### src/rtl/log_spectrum_sequencer.sv
// log_spectrum_sequencer: reads each spectrum bin, passes it through an external log unit, streams the results.
// Ports: clk/rst (sync active-high), start -> busy/done frame control,
//        mem_rd_en/mem_addr/mem_rd_data bin memory read (1-cycle latency),
//        mem_wr_en/mem_wr_data bin write-back, log_raw/log_res external log unit,
//        out_valid/out_ready/out_data/out_addr/out_last result stream.
// Option: define LOG_SEQ_CLEAR_ON_READ_EN to zero each bin in memory after it is read.
module log_spectrum_sequencer #(
    parameter int N_BINS = 1024,
    parameter int ADDR_W = 10
) (
    input  logic              clk,
    input  logic              rst,
    input  logic              start,
    output logic              busy,
    output logic              done,
    output logic              mem_rd_en,
    output logic [ADDR_W-1:0] mem_addr,
    input  logic [19:0]       mem_rd_data,
    output logic              mem_wr_en,
    output logic [19:0]       mem_wr_data,
    output logic [19:0]       log_raw,
    input  logic [7:0]        log_res,
    output logic              out_valid,
    input  logic              out_ready,
    output logic [7:0]        out_data,
    output logic [ADDR_W-1:0] out_addr,
    output logic              out_last
);
    typedef enum logic [2:0] {IDLE, READ, WAIT, LOG, OUT} state_t;
    localparam logic [ADDR_W-1:0] LAST = ADDR_W'(N_BINS - 1);
    state_t            state_q, state_d;
    logic [ADDR_W-1:0] cnt_q, cnt_d, addr_q;
    logic [19:0]       raw_q;
    logic [7:0]        data_q;
    logic              done_q;
    logic              at_last;
    assign at_last = cnt_q == LAST;
    always_comb begin
        state_d = state_q;
        cnt_d   = cnt_q;
        case (state_q)
            IDLE: if (start) begin
                state_d = READ;
                cnt_d   = '0;
            end
            READ: state_d = WAIT;
            WAIT: state_d = LOG;
            LOG:  state_d = OUT;
            OUT:  if (out_ready) begin
                state_d = at_last ? IDLE : READ;
                cnt_d   = at_last ? cnt_q : cnt_q + 1'b1;
            end
            default: state_d = IDLE;
        endcase
    end
    always_ff @(posedge clk) begin
        if (rst) begin
            state_q <= IDLE;
            cnt_q   <= '0;
            raw_q   <= '0;
            data_q  <= '0;
            addr_q  <= '0;
            done_q  <= 1'b0;
        end else begin
            state_q <= state_d;
            cnt_q   <= cnt_d;
            if (state_q == WAIT) raw_q <= mem_rd_data;
            if (state_q == LOG) begin
                data_q <= log_res;
                addr_q <= cnt_q;
            end
            done_q <= state_q == OUT && out_ready && at_last;
        end
    end
    assign busy        = state_q != IDLE;
    assign done        = done_q;
    assign mem_rd_en   = state_q == READ;
    assign mem_wr_data = '0;
`ifdef LOG_SEQ_CLEAR_ON_READ_EN
    assign mem_wr_en   = state_q == WAIT;
    assign mem_addr    = (mem_rd_en || mem_wr_en) ? cnt_q : '0;
`else
    assign mem_wr_en   = 1'b0;
    assign mem_addr    = mem_rd_en ? cnt_q : '0;
`endif
    assign log_raw     = raw_q;
    assign out_valid   = state_q == OUT;
    assign out_data    = data_q;
    assign out_addr    = addr_q;
    assign out_last    = out_valid && addr_q == LAST;
endmodule

### config.mk
export PLATFORM = sky130hd
export DESIGN_NAME = log_spectrum_sequencer
export DESIGN_NICKNAME = d
export VERILOG_FILES = /design/src/rtl/log_spectrum_sequencer.sv
export SDC_FILE = /design/constraint.sdc
export NUM_CORES = 1
export LEC_CHECK = 0
export BUFFER_PORTS_ARGS = -buffer_cell sky130_fd_sc_hd__buf_4
export CAP_MARGIN = 20
export CORE_ASPECT_RATIO = 1.1
export CORE_MARGIN = 5
export CORE_UTILIZATION = 35
export DETAILED_ROUTE_END_ITERATION = 7
export RECOVER_POWER = 50
export SLEW_MARGIN = 5
export SYNTH_ARGS = -nofsm -noshare
export SYNTH_HDL_FRONTEND = slang
export SYNTH_SLANG_ARGS = --single-unit
### constraint.sdc
create_clock -name clk -period 3.15 [get_ports clk]
set_input_delay 0.1575 -clock clk [delete_from_list [all_inputs] [get_ports clk]]
set_output_delay 0.1575 -clock clk [all_outputs]
set_load 0.02 [all_outputs]
; ---- Word level (Yosys, flattened, before mapping)
; Cells that the tools add are included.
[word_totals]
regBits = 52
in_bits = 32
out_inout_bits = 74
word_cells = 33
[classes]
addsub = 1
n_eq_ne = 9
muxes = 9
reduce_logical = 8
[ops]
columns = operator, count
row1 = two-way mux 10 bit, 4
row2 = == test 10 bit (second input constant), 2
row3 = case mux 10 bit (2 select lines), 1
row4 = case mux 3 bit (5 select lines), 1
row5 = adder 10 x 1 -> 10 bit (second input constant), 1
row6 = == test 3 x 2 -> 1 bit (second input constant), 2
row7 = two-way mux 3 bit, 2
row8 = inequality test 2 bit (second input constant), 2
row9 = AND reduction 4 bit, 1
row10 = == test 3 x 1 -> 1 bit (second input constant), 1
row11 = == test 3 bit (second input constant), 1
row12 = logical AND 1 bit, 3
row13 = zero test 3 bit, 1
row14 = nonzero test 3 bit, 1
row15 = inequality test 2 x 1 -> 1 bit (second input constant), 1
row16 = AND reduction 2 bit, 1
row17 = nonzero test 2 bit, 1
row18 = two-way mux 1 bit, 1

; ---- Logic depth before layout (Yosys ltp)
; Gate-level depths: netlist (run 1).
[depth]
depth_word = 4
mapped_depth = 7

; ---- Least setup slack after synthesis (run 1)
; No wires, ideal clock.
[synth_timing]
path_kind = reg2out
startpoint = reg state_q[0]
endpoint = out out_last
arrival_time_ps = 1588
setup_slack_ps = 1405
stages_incl_launch_ff = 4
path_cell_list = dfxtp_1 > buf_6 > or3b_4 > nor4_1
[synth_via]
elab_chain_cells = 2
[synth_lines]
columns = element, line_no
row1 = "start, declared", 31  ; state_t state_q, state_d;
row2 = "start signal, assigned", 65  ; state_q <= state_d;
row3 = == test 3 bit, 87  ; assign out_valid = state_q == OUT;
row4 = logical AND 1 bit, 90  ; assign out_last = out_valid && addr_q == LAST;
row5 = "end, declared", 27  ; output logic out_last
; Every way passes these cells.

; ---- Worst setup path in the final report (run 1)
[layout_timing]
startpoint = reg state_q[0]
endpoint = out mem_addr[8]
[layout_via]
elab_chain_cells = 2
[layout_lines]
columns = element, line_no
row1 = == test 3 x 1 -> 1 bit, 77  ; assign mem_rd_en = state_q == READ;
row2 = two-way mux 10 bit, 84  ; assign mem_addr = mem_rd_en ? cnt_q : '0;
row3 = "end, declared", 17  ; output logic [ADDR_W-1:0] mem_addr,
; Every way passes these cells.

==> impl_metrics.csv, run 1 <==
group,metric,value,unit
pwr,vdd_ir_drop_max,189,uV
placed_design,portBuffers,84,
min_path,hp-start,"log_res[6]",
critical_path,slowest_stage,"nor3b_1",
floorplan,coreArea,0.00656,mm^2
placed_design,hpwlAfterDp,4430,um
drt,routed_wl,6290,um
drt,dr_total_vias,2180,
min_path,hold_depth,3,
sta,setup_tns,0,ps
global_routing,grt-ovfl-total,0,
clocking,clock_sinks,52,
drt,firstDrtPassIters,4,
drt,drtAntennaViolNets,0,
sta,hold_violations,0,
floorplan,ios,106,
clocking,cts_max_level,2,
drt,post-route-drc-count,0,
finish,insertedDiodeCount,0,
synth,avgSynthCellArea,7.90,um^2
synth,yosys-top-cells-area,"dfxtp_1 44%, nand2_1 14%, a21oi_1 10%",
pwr,power,1440,uW
synth,yosysUniqueCellTypes,38,
global_routing,grt_first_pass_wirelength,9710,um
critical_path,reg2regPathDepth,5,
synth,ys_ff_latch,52,
finish,multiInputGateArea,0.00112,mm^2
synth,synth_simple_gate_area_share,0.263,
floorplan,start_util,0.359,
global_routing,antenna_found_initial,0,
pwr,p_per_area,503,mW/mm^2
sta,timing.fmax,466,MHz
finish,ff_latch_area,0.00104,mm^2
critical_path,startpoint_type,"flop",
synth,synth_top_family_by_area,"simple AND/OR/NAND/NOR gates",
synth,synth_xor_area_frac,0.00372,
sta,fin_crit,2150,ps
min_path,whs_endpoint,"out_data[6]",
sta,rsz0062_at_grt,"no",
clocking,clk_pin_slew_worst_paths,100,ps
run_status,status,"complete, no violations",
sta,setup_viol,0,
finish,drive_gt1_frac,0.158,
synth,yosys.area.top_type,"dfxtp_1",
synth,yosys_warnings,0,
floorplan,die_w,88.2,um
global_routing,grt_max_degree,53,
critical_path,cpPeakStageDelay,790,ps
critical_path,crit_fanout,11,
sta,finClkSkew,6.39,ps
finish,synthToLayoutAreaGrowth,21.7,%
global_routing,grt_pass1_vias,1976,
sta,tightestPinTransition,1030,ps
placed_design,pre_cts_ws,1360,ps
synth,ys_seq_area_frac,0.442,
drt,drt-initial-drc-count,126,
drt,via_per_inst,4.84,
critical_path,required,2990,ps
floorplan,dieArea,0.00847,mm^2
clocking,cts-resized-gates,0,
clocking,cts_tree,"done",
sta,slew_violations,0,
synth,synth_top_area_frac,0.442,
critical_path,cp_cell_sequence,"nor3b_1, and2_1, buf_4",
finish,fillers,719,
drt,wl_per_cell,14.0,um
floorplan,rows,31,
min_path,min_path_type,"in2reg",
critical_path,worstSetupPathType,"reg2out",
clocking,cts-root-buf,"clkbuf_8",
clocking,cts_buffers,5,
critical_path,reg2reg_from,"state_q[2]",
finish,finalNetCount,400,
critical_path,worstPathArrival,1990,ps
critical_path,worstReg2RegEnd,"cnt_q[5]",
clocking,postCtsSetupBuffers,0,
finish,final_cells,450,
clocking,cts_buffer_depth,2,
synth,synth_cells,298,
synth,yosys-mux-area-fraction,0.00425,
placed_design,gp_congestion,0.813,
sta,final.period_utilization,0.681,
run,cap_violations,0,
clocking,clk_latency,300,ps
synth,synth-adder-area-share,0.00532,
critical_path,reg2reg_slack,1300,ps
floorplan,die_height,96.0,um
pwr,leakagePower,0.00104,uW
synth,synth_compound_area_frac,0.164,
clocking,cts_hold_buf,0,
sta,relSlewSlack,0.315,
placed_design,placed_cells,442,
global_routing,track_usage,0.142,
synth,netlist_area,0.00235,mm^2
sta,setup_ws,1000,ps
critical_path,worst_setup_path_end_kind,"output port",
## worst max-delay path, delay by kind of cell, from the launching register on
family	cells	cell delay (ps)
buffers and inverters	1	140
and+or+nand+nor	2	1040
DFF	1	510
## worst max path at each step
stage,from,end,slack (ps),cells after the start
floorplan,state_q[0],out_last,1400,3
global placement,cnt_q[0],cnt_q[8],1410,4
detailed placement,state_q[0],mem_addr[4],1360,3
CTS,state_q[0],mem_addr[4],990,3
global route,state_q[0],mem_addr[9],810,3
finish,state_q[0],mem_addr[8],1000,3
## cell usage after synthesis (all sizes together)
master   instances
buf             27
a311oi           3
nand4bb          1
and4             3
a211oi           1
nand3            5
o31ai            3
nor2             6
xnor2            1
nand4            4
mux2i            1
or3              4
nor3b            1
nand2b           1
and3b            1
o21ai            5
or4              2
a31oi            2
dfxtp           52
and2            12
nand3b           1
inv              2
a31o             1
nor3             4
a41oi            1
a21oi           48
clkbuf          15
conb             1
or3b             1
ha               1
o31a             1
nor4             1
nand2           85
o211ai           1
## cells in the final DEF (no fill, tap or decap), types with 2 or more instances in the layout
master and count:
clkbuf_1 41, nor2_1 5, conb_1 21, o21ai_0 5
inv_6 2, nand3_1 5, a21oi_1 48, nor3_1 4
nand2_1 85, and2_1 11, nand4_1 4, or3_1 4
dfxtp_1 52, and4_1 3, a311oi_2 3, buf_4 44
o31ai_1 3, or4_1 2, a31oi_1 2, clkbuf_8 5
## sequential cells by signal (all words and copies together) (netlist names)
name / flops
log_raw: 20
out_addr: 10
state_q: 3
cnt_q: 10
done: 1
out_data: 8
## stage by stage
stage | utilization | cell area (um^2) | hold slack [ps]
finish | 0.437 | 2860 | 92.7
global route | 0.437 | 2860 | 83.4
CTS | 0.460 | 3010 | 79.9
detailed placement | 0.443 | 2900 | 413
global placement | 0.443 | 2900 | 405
floorplan | - | 2430 | 294
## area by class of cell
type | count | share of cell area
Clock buffer | 6 | 0.0253
Inverter | 2 | 0.00437
Timing Repair Buffer | 84 | 0.168
Tap cell | 82 | 0.0358
Clock inverter | 2 | 0.0135
Sequential cell | 52 | 0.363
Multi-Input combinational cell | 222 | 0.390
## cell families after synthesis
family,Yosys count
and+or+nand+nor,132
AOI/OAI and AO/OA,66
DFF,52
buffers and inverters,44
adders and majority gates,1
other,1
xor gates and xnor gates,1
muxes,1
## power breakdown
| group | switching (uW) | internal [uW] |
|---|---|---|
| logic | 179 | 80.1 |
| clock network | 221 | 240 |
| registers | 28.3 | 691 |
## metal layers
| metal | up-vias | share of wire | GRT usage |
|---|---|---|---|
| met3 | 5 | 0.085 | 0.0377 |
| met2 | 82 | 0.45 | 0.217 |
| met4 | 0 | 0.0062 | 0.0365 |
| met5 | - | 0 | 0 |
| li1 | 1095 | - | - |
| met1 | 998 | 0.46 | 0.199 |
Note: power is estimated with default switching activity, not from simulation.
==> run 2, diff against run 1 <==
==> constraint.sdc (replaced) <==
create_clock -name clk -period 2.2 [get_ports clk]
set_input_delay 0.11 -clock clk [delete_from_list [all_inputs] [get_ports clk]]
set_output_delay 0.11 -clock clk [all_outputs]
set_load 0.02 [all_outputs]
==> run 2 against run 1 <==
Against the previous run:
- via count up 0.46%
- combinational power up 48%
- core utilization up 0.46 points
- total power up 44%
- global-route usage up 0.40 points
- final cell count up 0.89%
- final area up 1.0%
- die area unchanged
- first-iteration DRC count down 33%
- largest cell class unchanged
- highest routed layer unchanged
==> impl_metrics.csv, run 2 (synthesis gave the netlist of run 1 again) <==
group,metric,value,unit
run_status,status,"complete, no violations",
critical_path,worst_setup_path_end_kind,"output port",
sta,tightestPinTransition,743,ps
sta,hold_violations,0,
drt,drt-initial-drc-count,84,
clocking,postCtsSetupBuffers,0,
finish,fin_util,0.441,
floorplan,dieArea,0.00847,mm^2
clocking,clk_pin_slew_worst_paths,100,ps
clocking,cts_tree,"done",
drt,firstDrtPassIters,4,
global_routing,grt-ovfl-total,0,
sta,fin_crit,1880,ps
drt,wl_per_cell,13.9,um
critical_path,crit_fanout,9,
finish,final_common_cell,"nand2_1",
finish,mostFrequentLayoutCells,"85 x nand2_1, 52 x dfxtp_1, 48 x a21oi_1, 48 x buf_4, 41 x clkbuf_1",
critical_path,worstSetupPathType,"reg2out",
floorplan,ios,106,
drt,wirelength_met1,2780,um
floorplan,die_w,88.2,um
finish,largest_register_ffs,20,
drt,dr_total_vias,2190,
drt,routed_wl,6310,um
run,cap_violations,0,
global_routing,grt_pass1_vias,2073,
drt,via_per_inst,4.82,
clocking,cts_hold_buf,0,
sta,setup_tns,0,ps
clocking,clk_latency,310,ps
clocking,clock_sinks,52,
clocking,cts-resized-gates,0,
floorplan,die_height,96.0,um
global_routing,grt_max_degree,53,
sta,fin_hold_ws,41.2,ps
critical_path,worstPathArrival,1770,ps
global_routing,track_usage,0.146,
pwr,p_per_area,717,mW/mm^2
sta,timing.fmax,531,MHz
sta,final.period_utilization,0.857,
pwr,power,2070,uW
pwr,leakagePower,0.00107,uW
placed_design,portBuffers,84,
finish,finalNetCount,404,
sta,relSlewSlack,0.503,
drt,dr_wl_met2,2840,um
global_routing,grt_first_pass_wirelength,9940,um
pwr,vdd_ir_drop_max,308,uV
sta,setup_viol,0,
min_path,min_path_type,"in2reg",
finish,drive_gt1_frac,0.167,
finish,insertedDiodeCount,0,
placed_design,gp_congestion,0.814,
clocking,cts_buffers,5,
clocking,cts-root-buf,"clkbuf_8",
global_routing,antenna_found_initial,0,
floorplan,start_util,0.359,
finish,synthToLayoutAreaGrowth,23.0,%
drt,wl_met3,599,um
critical_path,required,2090,ps
drt,drtAntennaViolNets,0,
drt,highest_layer,"met4",
critical_path,startpoint_type,"flop",
clocking,cts_buffer_depth,2,
floorplan,coreArea,0.00656,mm^2
drt,post-route-drc-count,0,
sta,finClkSkew,7.43,ps
placed_design,hpwlAfterDp,4470,um
sta,rsz0062_at_grt,"no",
sta,slew_violations,0,
clocking,cts_max_level,2,
floorplan,rows,31,
==> run 2: cell count changes in the layout (fill, tap and decap cells not counted), sizes merged <==
cell	previous run	this run
buf	44	48
==> run 2: cell type report <==
cell class	instances	area (um^2)
clock buffers	6	72.6
clock inverters	2	38.8
fillers	700	3660
inverters	2	12.5
multi-input cells	222	1120
flip-flops and latches	52	1040
well taps	82	103
repair buffers	88	510
==> run 2: stage by stage <==
| step | instances | worst slack, ps | area (um^2) |
|---|---|---|---|
| after floorplan | 318 | 502 | 2430 |
| after global placement | 446 | 450 | 2930 |
| after detailed placement | 446 | 370 | 2930 |
| after CTS | 454 | 297 | 3040 |
| after global routing | 454 | 169 | 2890 |
| final | 454 | 316 | 2890 |
==> run 2: path summary, 6_finish.rpt <==
check                      start         end  slack (ps)  cells past startpoint
hold reg to reg       log_raw[8]  log_raw[8]         460                      2
setup reg to reg      state_q[2]    cnt_q[3]         350                      5
setup / recovery      state_q[2]    out_last         320                      3
hold / removal    mem_rd_data[1]  log_raw[1]          40                      3
==> run 2: where the power goes <==
part	switching [uW]	internal (uW)	leakage (uW)
Clock	319	344	0.0000558
Combinational	260	123	0.000589
Sequential	37.6	990	0.000421
==> run 2: worst max-delay path, stage by stage, from the launching register on <==
cell,delay [ps]
dfxtp_1,480
or3b_4,480
nor4_1,310
buf_4,200
==> run 2: metal layers <==
metal	vias up	global-route usage
met5	-	0
met3	10	0.0420
li1	1101	-
met2	85	0.221
met4	0	0.0466
met1	994	0.200
==> run 3, diff against run 2 <==
==> constraint.sdc (replaced) <==
create_clock -name clk -period 1.85 [get_ports clk]
set_input_delay 0.2775 -clock clk [delete_from_list [all_inputs] [get_ports clk]]
set_output_delay 0.2775 -clock clk [all_outputs]
set_load 0.02 [all_outputs]
==> run 3 against run 2 <==
Against the previous run:
- clock power increased by 27%
- flip-flop and latch count unchanged
- clock-buffer cell count rose by 1
- combinational power is 31% higher
- critical path type unchanged
- sequential power grew 17%
- global-route usage fell by 0.099 points
- critical endpoint is now out_valid
- final cell count up 3.1%
==> impl_metrics.csv, run 3 (synthesis gave the netlist of run 1 again) <==
group,metric,value,unit
sta,tightestPinTransition,649,ps
sta,final.period_utilization,0.951,
global_routing,antenna_found_initial,0,
critical_path,worstSetupPathType,"reg2out",
critical_path,worstPathArrival,1480,ps
sta,slew_violations,0,
min_path,min_path_type,"in2reg",
floorplan,dieArea,0.00847,mm^2
critical_path,startpoint_type,"flop",
finish,final_cells,468,
floorplan,rows,31,
pwr,vdd_ir_drop_max,351,uV
finish,finalNetCount,418,
placed_design,hpwlAfterDp,4600,um
run,cap_violations,0,
clocking,cts_hold_buf,0,
finish,mostFrequentLayoutCells,"85 x nand2_1, 60 x buf_4, 51 x dfxtp_1",
sta,finClkSkew,5.08,ps
floorplan,die_height,96.0,um
floorplan,ios,106,
sta,timing.fmax,569,MHz
clocking,cts_buffers,5,
critical_path,reg2reg_slack,130,ps
run_status,status,"complete, no violations",
critical_path,slowest_stage,"or3b_4",
critical_path,crit_family,"simple AND/OR/NAND/NOR gates",
finish,synthToLayoutAreaGrowth,29.5,%
clocking,clk_latency,300,ps
drt,drtAntennaViolNets,0,
clocking,clk_pin_slew_worst_paths,90,ps
drt,via_per_inst,4.68,
finish,largest_register_ffs,20,
global_routing,grt_pass1_vias,2089,
global_routing,grt-ovfl-total,0,
clocking,cts_tree,"done",
floorplan,start_util,0.359,
finish,drive_gt1_frac,0.210,
drt,firstDrtPassIters,4,
drt,wl_per_cell,13.4,um
pwr,p_per_area,839,mW/mm^2
floorplan,coreArea,0.00656,mm^2
critical_path,crit_path_frequent_cell,"buf_4",
sta,setup_tns,0,ps
finish,fillers,700,
global_routing,track_usage,0.145,
placed_design,placed_cells,459,
critical_path,required,1570,ps
finish,final_common_cell,"nand2_1",
sta,relSlewSlack,0.567,
critical_path,cpPeakStageDelay,420,ps
sta,fin_crit,1760,ps
critical_path,cp_cell_sequence,"or3b_4, buf_4, inv_6, buf_4",
clocking,cts-root-buf,"clkbuf_8",
critical_path,crit_fanout,8,
placed_design,gp_congestion,0.829,
clocking,clock_sinks,52,
clocking,cts_max_level,2,
global_routing,grt_first_pass_wirelength,9810,um
placed_design,portBuffers,84,
drt,drt-initial-drc-count,87,
drt,post-route-drc-count,0,
sta,setup_viol,0,
sta,rsz0062_at_grt,"no",
finish,insertedDiodeCount,0,
sta,hold_violations,0,
floorplan,die_w,88.2,um
drt,dr_total_vias,2191,
clocking,cts_buffer_depth,2,
critical_path,worst_setup_path_end_kind,"output port",
critical_path,timing.critical_path.buf_inv,3,
global_routing,grt_max_degree,53,
drt,routed_wl,6290,um
pwr,leakagePower,0.00117,uW
[run 3: changes by cell type in the layout (fill, tap and decap cells not counted), sizes merged]
| cell | delta |
|---|---|
| buf | +13 |
| clkbuf | +2 |
| inv | -1 |
[run 3: cell type report]
type                       instances  area [um^2]  area share
clock buffer                       7         96.3      0.0316
inverter                           2         12.5     0.00411
tap                               82          103      0.0337
timing repair buffer             102          617       0.202
sequential                        52         1040       0.343
multi-input combinational        222         1140       0.376
clock inverter                     1         30.0     0.00985
[run 3: through the flow]
stage | worst slack (ps) | area (um^2) | util | power, uW | hold WS, ps
3_3_place_gp | 241 | 3040 | 0.463 | 1770 | 443
5_1_grt | 7.55 | 3050 | 0.465 | 2690 | 213
4_1_cts | 15.0 | 3180 | 0.484 | 2620 | 206
6_report | 91.2 | 3050 | 0.465 | 2560 | 213
2_1_floorplan | 194 | 2430 | - | 1600 | 414
3_5_place_dp | 204 | 3040 | 0.463 | 1780 | 448
[run 3: final timing paths]
path / start / end / depth (start not counted)
worst min-delay path: log_res[6] / out_data[6] / 3
worst max-delay path: state_q[1] / out_valid / 4
worst max register to register: state_q[1] / cnt_q[2] / 6
worst min register to register: log_raw[4] / log_raw[4] / 2
[run 3: metal layers]
layer,up-vias,global-route usage,wire length [um]
li1,1135,-,-
met1,981,0.187,2730
met2,70,0.247,3060
met3,5,0.0317,449
met4,0,0.0340,52
met5,-,0,0
[run 3: repair_timing]
item                       CTS  global route
gates resized for setup      1             7
setup buffers                1             0
pin swaps                    1             1
setup endpoints to repair   10            15
[run 3: where the power goes]
group / internal (uW) / leakage [uW] / switching (uW) / total (uW)
Sequential: 1180 / 0.000422 / 33.4 / 1210
Clock: 478 / 0.0000645 / 363 / 840
Combinational: 174 / 0.000680 / 329 / 503
Total: 1830 / 0.00117 / 725 / 2560
[run 3: tightest hold or removal path: stages]
cell and delay, ps:
buf_4 110, nand2_1 40, a21oi_1 50
